`config.mk`:
```
export PLATFORM = sky130hd
export DESIGN_NAME = dmem_arbiter_flat
export DESIGN_NICKNAME = d
export VERILOG_FILES = /design/src/rtl/dmem_arbiter_if.sv /design/src/rtl/dmem_arbiter.sv /design/src/flat_wrapper.sv
export SDC_FILE = /design/constraint.sdc
export NUM_CORES = 1
export LEC_CHECK = 0
export CAP_MARGIN = 20
export CORE_AREA = 2 2 116 118
export DETAILED_ROUTE_END_ITERATION = 6
export DIE_AREA = 0 0 118 120
export SKIP_LAST_GASP = 1
export SYNTH_ARGS = -nofsm -noshare
export SYNTH_HDL_FRONTEND = slang
export SYNTH_SLANG_ARGS = --single-unit
export TNS_END_PERCENT = 1
```
`constraint.sdc`:
```
create_clock -name clk -period 1.67 [get_ports clk]
set_clock_uncertainty 0.1 [all_clocks]
set_input_delay 0.334 -clock clk [delete_from_list [all_inputs] [get_ports clk]]
set_output_delay 0.334 -clock clk [all_outputs]
set_load 0.02 [all_outputs]
```
`src/rtl/dmem_arbiter_if.sv`:
```
// rtl/dmem_arbiter_if.sv - CPU, host and memory bus bundle for the data-memory arbiter
interface dmem_arbiter_if #(
    parameter int DATA_W = 32,
    parameter int ADDR_W = 32
);
    logic              cpu_req;
    logic              cpu_we;
    logic [ADDR_W-1:0] cpu_addr;
    logic [DATA_W-1:0] cpu_wdata;
    logic [DATA_W-1:0] cpu_rdata;
    logic              cpu_stall;

    logic              host_req;
    logic              host_we;
    logic [ADDR_W-1:0] host_addr;
    logic [DATA_W-1:0] host_wdata;
    logic              host_gnt;
    logic              host_rvalid;
    logic [DATA_W-1:0] host_rdata;

    logic              mem_we;
    logic [ADDR_W-1:0] mem_addr;
    logic [DATA_W-1:0] mem_wdata;
    logic [DATA_W-1:0] mem_rdata;

    // Arbiter side
    modport slave (
        input  cpu_req, cpu_we, cpu_addr, cpu_wdata,
        output cpu_rdata, cpu_stall,
        input  host_req, host_we, host_addr, host_wdata,
        output host_gnt, host_rvalid, host_rdata,
        output mem_we, mem_addr, mem_wdata,
        input  mem_rdata
    );

    // CPU, host and memory side
    modport master (
        output cpu_req, cpu_we, cpu_addr, cpu_wdata,
        input  cpu_rdata, cpu_stall,
        output host_req, host_we, host_addr, host_wdata,
        input  host_gnt, host_rvalid, host_rdata,
        input  mem_we, mem_addr, mem_wdata,
        output mem_rdata
    );
endinterface

```
`src/rtl/dmem_arbiter.sv`:
```
// rtl/dmem_arbiter.sv - CPU-priority data-memory arbiter with host starvation relief
module dmem_arbiter #(
    parameter int DATA_W     = 32,
    parameter int ADDR_W     = 32,
    parameter int STARVE_MAX = 8
) (
    input  logic           clk,
    input  logic           reset,
    dmem_arbiter_if.slave  bus
);
    localparam int CNT_W = $clog2(STARVE_MAX + 1);
    localparam logic [CNT_W-1:0] CNT_MAX   = CNT_W'(STARVE_MAX);
    localparam logic [CNT_W-1:0] CNT_FORCE = CNT_W'(STARVE_MAX - 1);

    typedef enum logic {
        PRI_CPU    = 1'b0,
        FORCE_HOST = 1'b1
    } state_t;

    state_t            r_state;
    state_t            w_next_state;
    logic [CNT_W-1:0]  r_starve_cnt;
    logic              r_host_rvalid;
    logic [DATA_W-1:0] r_host_rdata;

    logic              w_cpu_gnt;
    logic              w_host_gnt;
    logic              w_cpu_stall;
    logic              w_mem_we;
    logic [ADDR_W-1:0] w_mem_addr;
    logic [DATA_W-1:0] w_mem_wdata;
    logic [DATA_W-1:0] w_cpu_rdata;

    always_ff @(posedge clk) begin
        if (reset) begin
            r_state <= PRI_CPU;
        end else begin
            r_state <= w_next_state;
        end
    end

    // Reset suppresses every grant, so no memory write can happen in a reset cycle.
    always_comb begin
        w_next_state = PRI_CPU;
        w_cpu_gnt    = 1'b0;
        w_host_gnt   = 1'b0;
        w_cpu_stall  = 1'b0;
        if (!reset) begin
            case (r_state)
                PRI_CPU: begin
                    if (bus.cpu_req) begin
                        w_cpu_gnt = 1'b1;
                    end else if (bus.host_req) begin
                        w_host_gnt = 1'b1;
                    end
                    if (bus.host_req && !w_host_gnt && r_starve_cnt == CNT_FORCE) begin
                        w_next_state = FORCE_HOST;
                    end
                end
                FORCE_HOST: begin
                    if (bus.host_req) begin
                        w_host_gnt  = 1'b1;
                        w_cpu_stall = bus.cpu_req;
                    end else begin
                        w_cpu_gnt = bus.cpu_req;
                    end
                end
                default: w_next_state = PRI_CPU;
            endcase
        end
    end

    always_comb begin
        w_mem_we    = 1'b0;
        w_mem_addr  = '0;
        w_mem_wdata = '0;
        w_cpu_rdata = '0;
        if (w_cpu_gnt) begin
            w_mem_we    = bus.cpu_we;
            w_mem_addr  = bus.cpu_addr;
            w_mem_wdata = bus.cpu_wdata;
            w_cpu_rdata = bus.mem_rdata;
        end else if (w_host_gnt) begin
            w_mem_we    = bus.host_we;
            w_mem_addr  = bus.host_addr;
            w_mem_wdata = bus.host_wdata;
        end
    end

    always_ff @(posedge clk) begin
        if (reset || w_host_gnt) begin
            r_starve_cnt <= '0;
        end else if (bus.host_req && r_starve_cnt != CNT_MAX) begin
            r_starve_cnt <= r_starve_cnt + 1'b1;
        end
    end

    always_ff @(posedge clk) begin
        if (reset) begin
            r_host_rvalid <= 1'b0;
            r_host_rdata  <= '0;
        end else begin
            r_host_rvalid <= w_host_gnt && !bus.host_we;
            if (w_host_gnt && !bus.host_we) begin
                r_host_rdata <= bus.mem_rdata;
            end
        end
    end

    assign bus.cpu_rdata   = w_cpu_rdata;
    assign bus.cpu_stall   = w_cpu_stall;
    assign bus.host_gnt    = w_host_gnt;
    assign bus.host_rvalid = r_host_rvalid;
    assign bus.host_rdata  = r_host_rdata;
    assign bus.mem_we      = w_mem_we;
    assign bus.mem_addr    = w_mem_addr;
    assign bus.mem_wdata   = w_mem_wdata;
endmodule

```
`src/flat_wrapper.sv`:
```
// flat-port wrapper written by rule: the top's interface ports become plain ports
module dmem_arbiter_flat 
#(
    parameter int DATA_W     = 32,
    parameter int ADDR_W     = 32,
    parameter int STARVE_MAX = 8
)
  (clk, reset, bus_cpu_req, bus_cpu_we, bus_cpu_addr, bus_cpu_wdata, bus_cpu_rdata, bus_cpu_stall, bus_host_req, bus_host_we, bus_host_addr, bus_host_wdata, bus_host_gnt, bus_host_rvalid, bus_host_rdata, bus_mem_we, bus_mem_addr, bus_mem_wdata, bus_mem_rdata);
  dmem_arbiter_if #(.DATA_W(DATA_W), .ADDR_W(ADDR_W)) bus_i ();
  input  logic clk;
  input  logic reset;
  input wire logic [$bits(bus_i.cpu_req)-1:0] bus_cpu_req;
  input wire logic [$bits(bus_i.cpu_we)-1:0] bus_cpu_we;
  input wire logic [$bits(bus_i.cpu_addr)-1:0] bus_cpu_addr;
  input wire logic [$bits(bus_i.cpu_wdata)-1:0] bus_cpu_wdata;
  output wire logic [$bits(bus_i.cpu_rdata)-1:0] bus_cpu_rdata;
  output wire logic [$bits(bus_i.cpu_stall)-1:0] bus_cpu_stall;
  input wire logic [$bits(bus_i.host_req)-1:0] bus_host_req;
  input wire logic [$bits(bus_i.host_we)-1:0] bus_host_we;
  input wire logic [$bits(bus_i.host_addr)-1:0] bus_host_addr;
  input wire logic [$bits(bus_i.host_wdata)-1:0] bus_host_wdata;
  output wire logic [$bits(bus_i.host_gnt)-1:0] bus_host_gnt;
  output wire logic [$bits(bus_i.host_rvalid)-1:0] bus_host_rvalid;
  output wire logic [$bits(bus_i.host_rdata)-1:0] bus_host_rdata;
  output wire logic [$bits(bus_i.mem_we)-1:0] bus_mem_we;
  output wire logic [$bits(bus_i.mem_addr)-1:0] bus_mem_addr;
  output wire logic [$bits(bus_i.mem_wdata)-1:0] bus_mem_wdata;
  input wire logic [$bits(bus_i.mem_rdata)-1:0] bus_mem_rdata;
  assign bus_i.cpu_req = bus_cpu_req;
  assign bus_i.cpu_we = bus_cpu_we;
  assign bus_i.cpu_addr = bus_cpu_addr;
  assign bus_i.cpu_wdata = bus_cpu_wdata;
  assign bus_cpu_rdata = bus_i.cpu_rdata;
  assign bus_cpu_stall = bus_i.cpu_stall;
  assign bus_i.host_req = bus_host_req;
  assign bus_i.host_we = bus_host_we;
  assign bus_i.host_addr = bus_host_addr;
  assign bus_i.host_wdata = bus_host_wdata;
  assign bus_host_gnt = bus_i.host_gnt;
  assign bus_host_rvalid = bus_i.host_rvalid;
  assign bus_host_rdata = bus_i.host_rdata;
  assign bus_mem_we = bus_i.mem_we;
  assign bus_mem_addr = bus_i.mem_addr;
  assign bus_mem_wdata = bus_i.mem_wdata;
  assign bus_i.mem_rdata = bus_mem_rdata;
  dmem_arbiter #(.DATA_W(DATA_W), .ADDR_W(ADDR_W), .STARVE_MAX(STARVE_MAX)) u_core (.clk(clk), .reset(reset), .bus(bus_i));
endmodule
```
Word-level counts from Yosys, hierarchy flattened:

Cells that the tools add are included.

* flip-flop bits (word level): 38
* output and inout port bits: 132

* equality and inequality tests: 2
* $add $sub $neg: 1
* multiplexer cells: 21
* reductions and logical operators: 8
* bitwise gates (word level): 1

Operators with widths (count)
* 32-bit 2-to-1 mux: 5
* 1-bit 2-to-1 mux: 14
* 4-bit by 1-bit adder with 4-bit output, second input constant: 1
* 4-bit by 3-bit equality test with 1-bit output, second input constant: 1
* 1-bit logical AND: 4
* 4-bit != test, second input constant: 1
* 1-bit one-hot mux with 2 select lines: 2
* 1-bit logical NOT: 2
* 2-bit OR reduction: 1
* 1-bit logical OR: 1
* 1-bit inverter: 1

Depth between registers and ports, before layout:

* depth after elaboration: 8
* depth in mapped cells: 5
* mapped depth without buffers: 5

Least setup slack after synthesis:

No wires, ideal clock.

* kind: input port to output port
* from: input port reset
* to: output port bus_mem_wdata[22]
* path buffers: 1
* data arrival time: 1.432 ns
* cell stages on the path: 4
* setup slack: -0.196 ns
* path through: nand2b_2 > nor2_1 > clkbuf_1 > a22o_1

* cells in the longest elaborated chain, start to end: 3

Ends and longest elaborated chain
* from (decl): line flat_wrapper.sv:11 `input logic reset;`
* 1-bit 2-to-1 mux: line dmem_arbiter.sv:48 `if (!reset) begin`
* via bus_host_gnt: line flat_wrapper.sv:22 `output wire logic [$bits(bus_i.host_gnt)-1:0] bus_host_gnt;`
* 32-bit 2-to-1 mux: line dmem_arbiter.sv:83 `end else if (w_host_gnt) begin`
* 32-bit 2-to-1 mux: line dmem_arbiter.sv:78 `if (w_cpu_gnt) begin`
* to (decl): line flat_wrapper.sv:27 `output wire logic [$bits(bus_i.mem_wdata)-1:0] bus_mem_wdata;`

The timed path passes the listed nets, and every way through them passes these cells.

Final worst setup path:

* from: register u_core.r_state
* to: output port bus_mem_addr[5]

* cells in the longest elaborated chain, start to end: 5

Ends and longest elaborated chain
* from (decl): line dmem_arbiter.sv:20 `state_t r_state;`
* from (signal assigned): line dmem_arbiter.sv:38 `r_state <= w_next_state;`
* 1-bit inverter: line dmem_arbiter.sv:49 `case (r_state)`
* 1-bit one-hot mux with 2 select lines: line dmem_arbiter.sv:49
* 1-bit 2-to-1 mux: line dmem_arbiter.sv:48
* 32-bit 2-to-1 mux: line dmem_arbiter.sv:83
* 32-bit 2-to-1 mux (*): line dmem_arbiter.sv:78
* to (decl): line flat_wrapper.sv:26 `output wire logic [$bits(bus_i.mem_addr)-1:0] bus_mem_addr;`

Mark *: on every way between the ends. The rest lies on a longest branch, timed or not.

==> impl_metrics.py <==
metrics = {
    "global_routing": {
        "grt_overflow_total": 0,
        "first_global_vias": 3496,
        "antenna_found_initial": 1,
        "track_usage_pct": 18.17,
        "grt_pass1_wl_um": 20170,
        "grt_max_degree": 34,
    },
    "timing": {
        "fmax_ghz": 0.4918,
        "drv_slew": 0,
        "final_hold_viol_count": 0,
        "final-setup-viol-count": 101,
        "final.setup.worst_slack_ns": -0.3634,
        "grt_setup_unrepaired": "true",
        "fin_crit_sh_pct": 121.8,
        "max_slew.worst_pin.slew_ns": 0.3670,
        "slew_headroom_pct": 75.53,
        "fin_crit_ns": 2.033,
    },
    "drt": {
        "drc_errors": 0,
        "routedWlPerCell_um": 17.66,
        "wirelength_um": 13530,
        "drtAntennaViolNets": 0,
        "routed_via_density": 4.317,
        "dr.pass1.iters": 4,
        "num_vias": 3307,
        "drt_iter0_drc": 73,
    },
    "clock_tree": {
        "path_clk_slew_ns": 0.05,
        "clock-sinks": 38,
        "cts-buffers-inserted": 5,
        "ctsHoldBuffers": 0,
        "worst_skew_pair.late_latency_ns": 0.28,
        "clk_path_buf_depth": 2,
        "cts_max_level": 2,
        "cts-root-buf": "clkbuf_16",
        "cts_tree": "built",
    },
    "layout": {
        "seqCellArea_um2": 764.5,
        "drive_gt1_share_pct": 41.02,
        "final_nets": 757,
        "multi_input_area_um2": 1919,
        "diodes": 0,
        "num-fill-cells": 1298,
        "area_delta_synth_final_pct": 159.6,
        "fin_cells": 766,
        "postLayoutCoreUtil_pct": 48.30,
    },
    "synth": {
        "seq_area_frac_synth_pct": 31.50,
        "synth_seq_cells": 38,
        "netlist_area_um2": 2415,
        "synth.distinct_cells": 25,
        "synth_nets": 421,
        "yosysWarnings": 0,
        "synthCells": 253,
        "synthesis.area_per_instance_um2": 9.545,
    },
    "power": {
        "vdd_ir_drop_max_uv": 663.5,
        "powerDensity_nw_per_um2": 537.3,
        "p_leak_nw": 2.871,
    },
    "placed_design": {
        "portBuffers": 297,
        "dp_cells": 746,
        "place_ws_ns": -1.134,
        "dp_hpwl_um": 10710,
        "gp_congestion": 0.8344,
    },
    "setup_path": {
        "critical_path_class": "flip-flop to output port",
        "worst-path-max-fanout": 12,
        "critical_path_required_ns": 1.24,
        "cp_top_family": "buffers and inverters",
        "worstSetupEndpointType": "output port",
        "cpPeakStageDelay_ns": 0.36,
        "path_buf_inv": 4,
        "critPathSlowestCell": "dfxtp_4",
        "crit_chain": "a211oi_4 > buf_6 > clkbuf_16 > buf_12 > a22o_4 > buf_4",
        "arrival_ns": 1.60,
        "critPathLaunchType": "flip-flop",
    },
    "hold_path": {
        "hp-class": "input port to flip-flop",
    },
    "die": {
        "core-area_um2": 12980,
        "dieArea_um2": 14160,
        "rows": 42,
        "die_x_um": 118,
        "start_util_pct": 18.60,
        "io_pins": 298,
        "die_height_um": 120,
    },
    "outcome": {
        "status": "finished, violations left",
        "violations": "negative setup slack",
    },
    "run": {
        "maxCapViolCount": 0,
    },
}
[Yosys cell counts]
master    number  area, um^2
a22o_1        65       569.3
dfxtp_1       38       760.7
nor2b_1       33       206.5
and2_1        32       200.2
mux2_2        32       360.4
buf_2         10       50.05
clkbuf_1      10       37.54
inv_1          4       15.01
a21oi_1        3       15.01
buf_6          3       33.78
nand2_1        3       11.26
nor2_1         3       11.26
ha_1           2       25.02
nand3_1        2       10.01
nand3b_1       2       15.01
o21ai_0        2       10.01
a211o_1        1       8.760
a211oi_2       1       12.51
and3b_1        1       8.760
nand2b_2       1       8.760
nand4_1        1       6.260
nor3_4         1       16.27
nor4_1         1       6.260
o21bai_1       1       7.510
xor2_1         1       8.760
[what timing repair did]
action | in CTS | in global routing
gates cloned | 2 | 2
endpoints found under the setup margin | 142 | 160
resized for setup | 331 | 92
pin swaps | 4 | 6
setup buffers | 9 | 2
[layout make-up]
cell class                      count  share of cell area, %
Clock buffer                        7                  2.115
Inverter                            4                 0.2395
Tap cell                          176                  3.512
Sequential cell                    38                  12.19
Timing Repair Buffer              352                  50.85
Multi-Input combinational cell    188                  30.61
Clock inverter                      1                 0.4789
[path summary, 6_finish.rpt]
path	start	endpoint	slack, ns	depth (start not counted)
worst max-delay path	u_core.r_state	bus_mem_addr[5]	-0.36	6
worst min-delay path	bus_host_req	u_core.r_state	0.41	4
worst max register to register	u_core.r_state	u_core.bus.host_rdata[27]	0.09	5
worst min register to register	u_core.r_starve_cnt[1]	u_core.r_starve_cnt[1]	0.42	2
[state kept, by name, summed over array words and instances, names as in the netlist]
| register | flops |
|---|---|
| u_core.bus.host_rdata | 32 |
| u_core.bus.host_rvalid | 1 |
| u_core.r_starve_cnt | 4 |
| u_core.r_state | 1 |
[report_power, final]
group / internal (W) / switching (W) / total [W]
logic: 0.000797 / 0.000553 / 0.00135
registers: 0.000937 / 0.0000148 / 0.000952
clock network: 0.000706 / 0.000361 / 0.00107
[per-layer routing]
| metal | track usage (%) | vias up | part of all wire (%) |
|---|---|---|---|
| li1 | - | 1606 | - |
| met2 | 31.90 | 158 | 50 |
| met4 | 4.367 | 2 | 1.6 |
| met5 | 0 | - | 0.096 |
| met3 | 6.131 | 16 | 7.6 |
| met1 | 21.31 | 1525 | 41 |
[per-stage QoR]
step / total power [W] / TNS (ns) / hold slack, ns / cell area [um^2]
global route: 0.003506 / -39.50 / 0.4381 / 6270
finish: 0.003369 / -32.82 / 0.4146 / 6270
global placement: 0.002372 / -118.56 / 0.3979 / 6314
CTS: 0.003449 / -43.09 / 0.4186 / 6538
floorplan: 0.001494 / -2.672 / 0.3778 / 2805
detailed placement: 0.002377 / -121.04 / 0.4087 / 6314
[placed cells by master, fill, tap and decap left out, types with 2 or more instances in the layout]
cell / n
a21oi_1: 3
a22o_1: 22
a22o_4: 43
and2_1: 31
buf_12: 11
buf_2: 64
buf_4: 60
buf_6: 8
clkbuf_1: 2
clkbuf_16: 7
clkbuf_2: 7
clkdlybuf4s50_1: 196
dfxtp_1: 37
dlygate4sd2_1: 2
ha_1: 2
inv_1: 4
mux2_2: 32
nand2_1: 3
nand3_1: 2
nand3b_1: 2
nor2_1: 2
nor2b_1: 32
o21ai_0: 2
[tightest hold or removal path: stages]
cell and delay, ns:
clkbuf_2 0.13, nand2b_2 0.11, buf_4 0.14, nor4_1 0.05
[kinds of logic (layout without fill, tap and decap cells)]
| logic type | count (synthesis) | in the layout | share of synthesized area [%] |
|---|---|---|---|
| flip-flops | 38 | 38 | 31.50 |
| AND/OR/NAND/NOR | 80 | 80 | 20.73 |
| buffers and inverters | 27 | 364 | 5.648 |
| multiplexers | 32 | 32 | 14.92 |
| AO/OA/AOI/OAI | 73 | 73 | 25.80 |
| XOR/XNOR | 1 | 1 | 0.3628 |
| adder cells (fa/ha/maj) | 2 | 2 | 1.036 |
Note: power is estimated with default switching activity, not from simulation.
==> edit (config.mk and constraints unchanged) <==
`STARVE_MAX` is set to 8 in 2 places; all go to 16.
--- a/src/rtl/dmem_arbiter.sv
+++ b/src/rtl/dmem_arbiter.sv
@@ -4,3 +4,3 @@
     parameter int ADDR_W     = 32,
-    parameter int STARVE_MAX = 8
+    parameter int STARVE_MAX = 16
 ) (
--- a/src/flat_wrapper.sv
+++ b/src/flat_wrapper.sv
@@ -5,3 +5,3 @@
     parameter int ADDR_W     = 32,
-    parameter int STARVE_MAX = 8
+    parameter int STARVE_MAX = 16
 )
Behaviour: not the same (a bounded check fails within 10 cycles, from zero or initial values and one cycle with reset high).
==> edit against the original RTL <==
The run still ends with setup timing left. Final area grew 4.3%. Cell count grew 2.3%. Routed wire length increased by 1.2%. Sequential cell count is 1 higher. Power shrank 1.6%. Area after synthesis increased by 3.7%. Global-route usage hardly changed. Die area unchanged. Sequential share of layout area fell by 0.19 points. Setup slack got worse by 0.028 ns. Critical endpoint is now bus_mem_addr[8]. Largest power group unchanged. Highest routed layer is now met4.
==> edit: results (changes against the original RTL) <==
Run status
  • Status: finished, violations left
  • Failing checks: setup timing

Final layout
  • Signal buf overhead: 0.512 (+0.00386)
  • Buffers excl. clock: 364 (+3.4%)
  • Multi-input gate area: 2020 um2 (+5.4%)
  • Layout Nets: 776 (+2.5%)
  • Layout cell share with drive strength beyond 1: 0.433 (+0.0224)
  • # fillers: 1,210 (-6.8%)
  • Sequential fraction of total cell area: 0.120 (-0.00193)
  • Clock network area share: 0.0211 (-0.00489)
  • Inverter count: 6 (+2)

Detailed routing
  • DRT iter0 DRCs: 108 (+48%)
  • Met2 routed WL: 6880 um (+1.9%)
  • Total number of vias: 3,424 (+3.5%)
  • Max Used Layer: met4
  • Wire per inst: 17.5 um (-1.1%)
  • Met1 WL: 5510 um (about the same)
  • Drt total wl: 13,700 um (+1.2%)
  • DR WL met3: 953 um (-7.2%)

GRT
  • Initial antenna violation count: 0 (-1)
  • Met1 Use GR: 0.214 (+0.000395)
  • GR Layer Usage met2: 0.322 (+0.00254)
  • Met3 global-route usage: 0.0480 (-0.0133)
  • GRT Overall Usage: 0.182 (+0.000248)
  • Vias in the first global route: 3,587 (+2.6%)

Worst setup path
  • Arrival time at the worst endpoint: 1.63 ns (+0.03 ns)
  • RR Endpoint: u_core.bus.host_rdata[24]
  • Max Fanout on Critical Path: 8 (-4)
  • Slack of the worst reg-to-reg path: 0.06 ns (-0.03 ns)
  • Critical Path End: bus_mem_addr[8]

Pwr
  • Share of power burned in registers: 0.296 (+0.014)
  • Power Internal: 2.36 mW (-3.3%)
  • Lkg Pwr: 3.03 nW (+5.4%)
  • Peak VDD IR: 0.720 mV (+8.4%)

Clocking
  • Cts repair resizes: 171 (-48%)
  • H-tree lvl count: 2 (unchanged)
  • Setup bufs post-CTS: 1 (-8)

STA
  • Setup slack after layout: -0.392 ns (-0.0281 ns)
  • Slew of the pin with the lowest slew margin: 0.430 ns (+0.0632 ns)
  • Setup TNS Final: -34.41 ns (-1.59 ns)
  • Final count of negative-setup-slack endpoints: 107 (+5.9%)

Hold path
  • Hold path cells: 2 (-2)
  • Origin of the worst min-delay path: u_core.r_starve_cnt[1]
  • Hold endpoint: u_core.r_starve_cnt[1]

Placed design
  • Cell Area, Placed: 6580 um2 (+4.2%)
  • Routability cong.: 0.890 (+6.6%)
  • Dpl cells: 765 (+2.5%)

Synth
  • Avg Inst Size Synth: 9.63 um2 (+0.94%)
  • Syn Nets: 429 (+1.9%)
  • Synth cell count leaders: a22o_1 (65), dfxtp_1 (39), and2_1 (32), mux2_2 (32), nor2b_1 (32)
  • Distinct cells, synth: 29 (+16%)
  • Synth area leaders: dfxtp_1 (31%), a22o_1 (23%), mux2_2 (14%)
edit: changes by cell type in the layout (fill, tap and decap cells not counted), sizes merged, moves of 2 or more:
| cell | change |
|---|---|
| dlymetal6s2s | +2 |
| buf | -44 |
| clkbuf | +56 |
| nand3b | -2 |
| inv | +2 |
| and3 | +3 |
edit: cells by family (layout without fill, tap and decap cells):
kind of cell | Yosys count | in the layout | share of synthesized area
buffers and inverters | 30 | 378 | 0.0634
adders and majority gates | 3 | 3 | 0.0150
DFF | 39 | 39 | 0.312
muxes | 32 | 32 | 0.144
and+or+nand+nor | 81 | 81 | 0.207
AOI/OAI and AO/OA | 74 | 74 | 0.256
xor gates and xnor gates | 1 | 1 | 0.00350
edit: through the flow:
stage	power, mW	hold WS, ns
CTS	3.34	0.419
global placement	2.46	0.392
floorplan	1.56	0.377
detailed placement	2.47	0.407
finish	3.31	0.420
global route	3.47	0.445
edit: worst min-delay path, cell delays in order (launching register included):
cell     delay (ns)
dfxtp_1        0.33
o21ai_0        0.08
a21oi_1        0.06
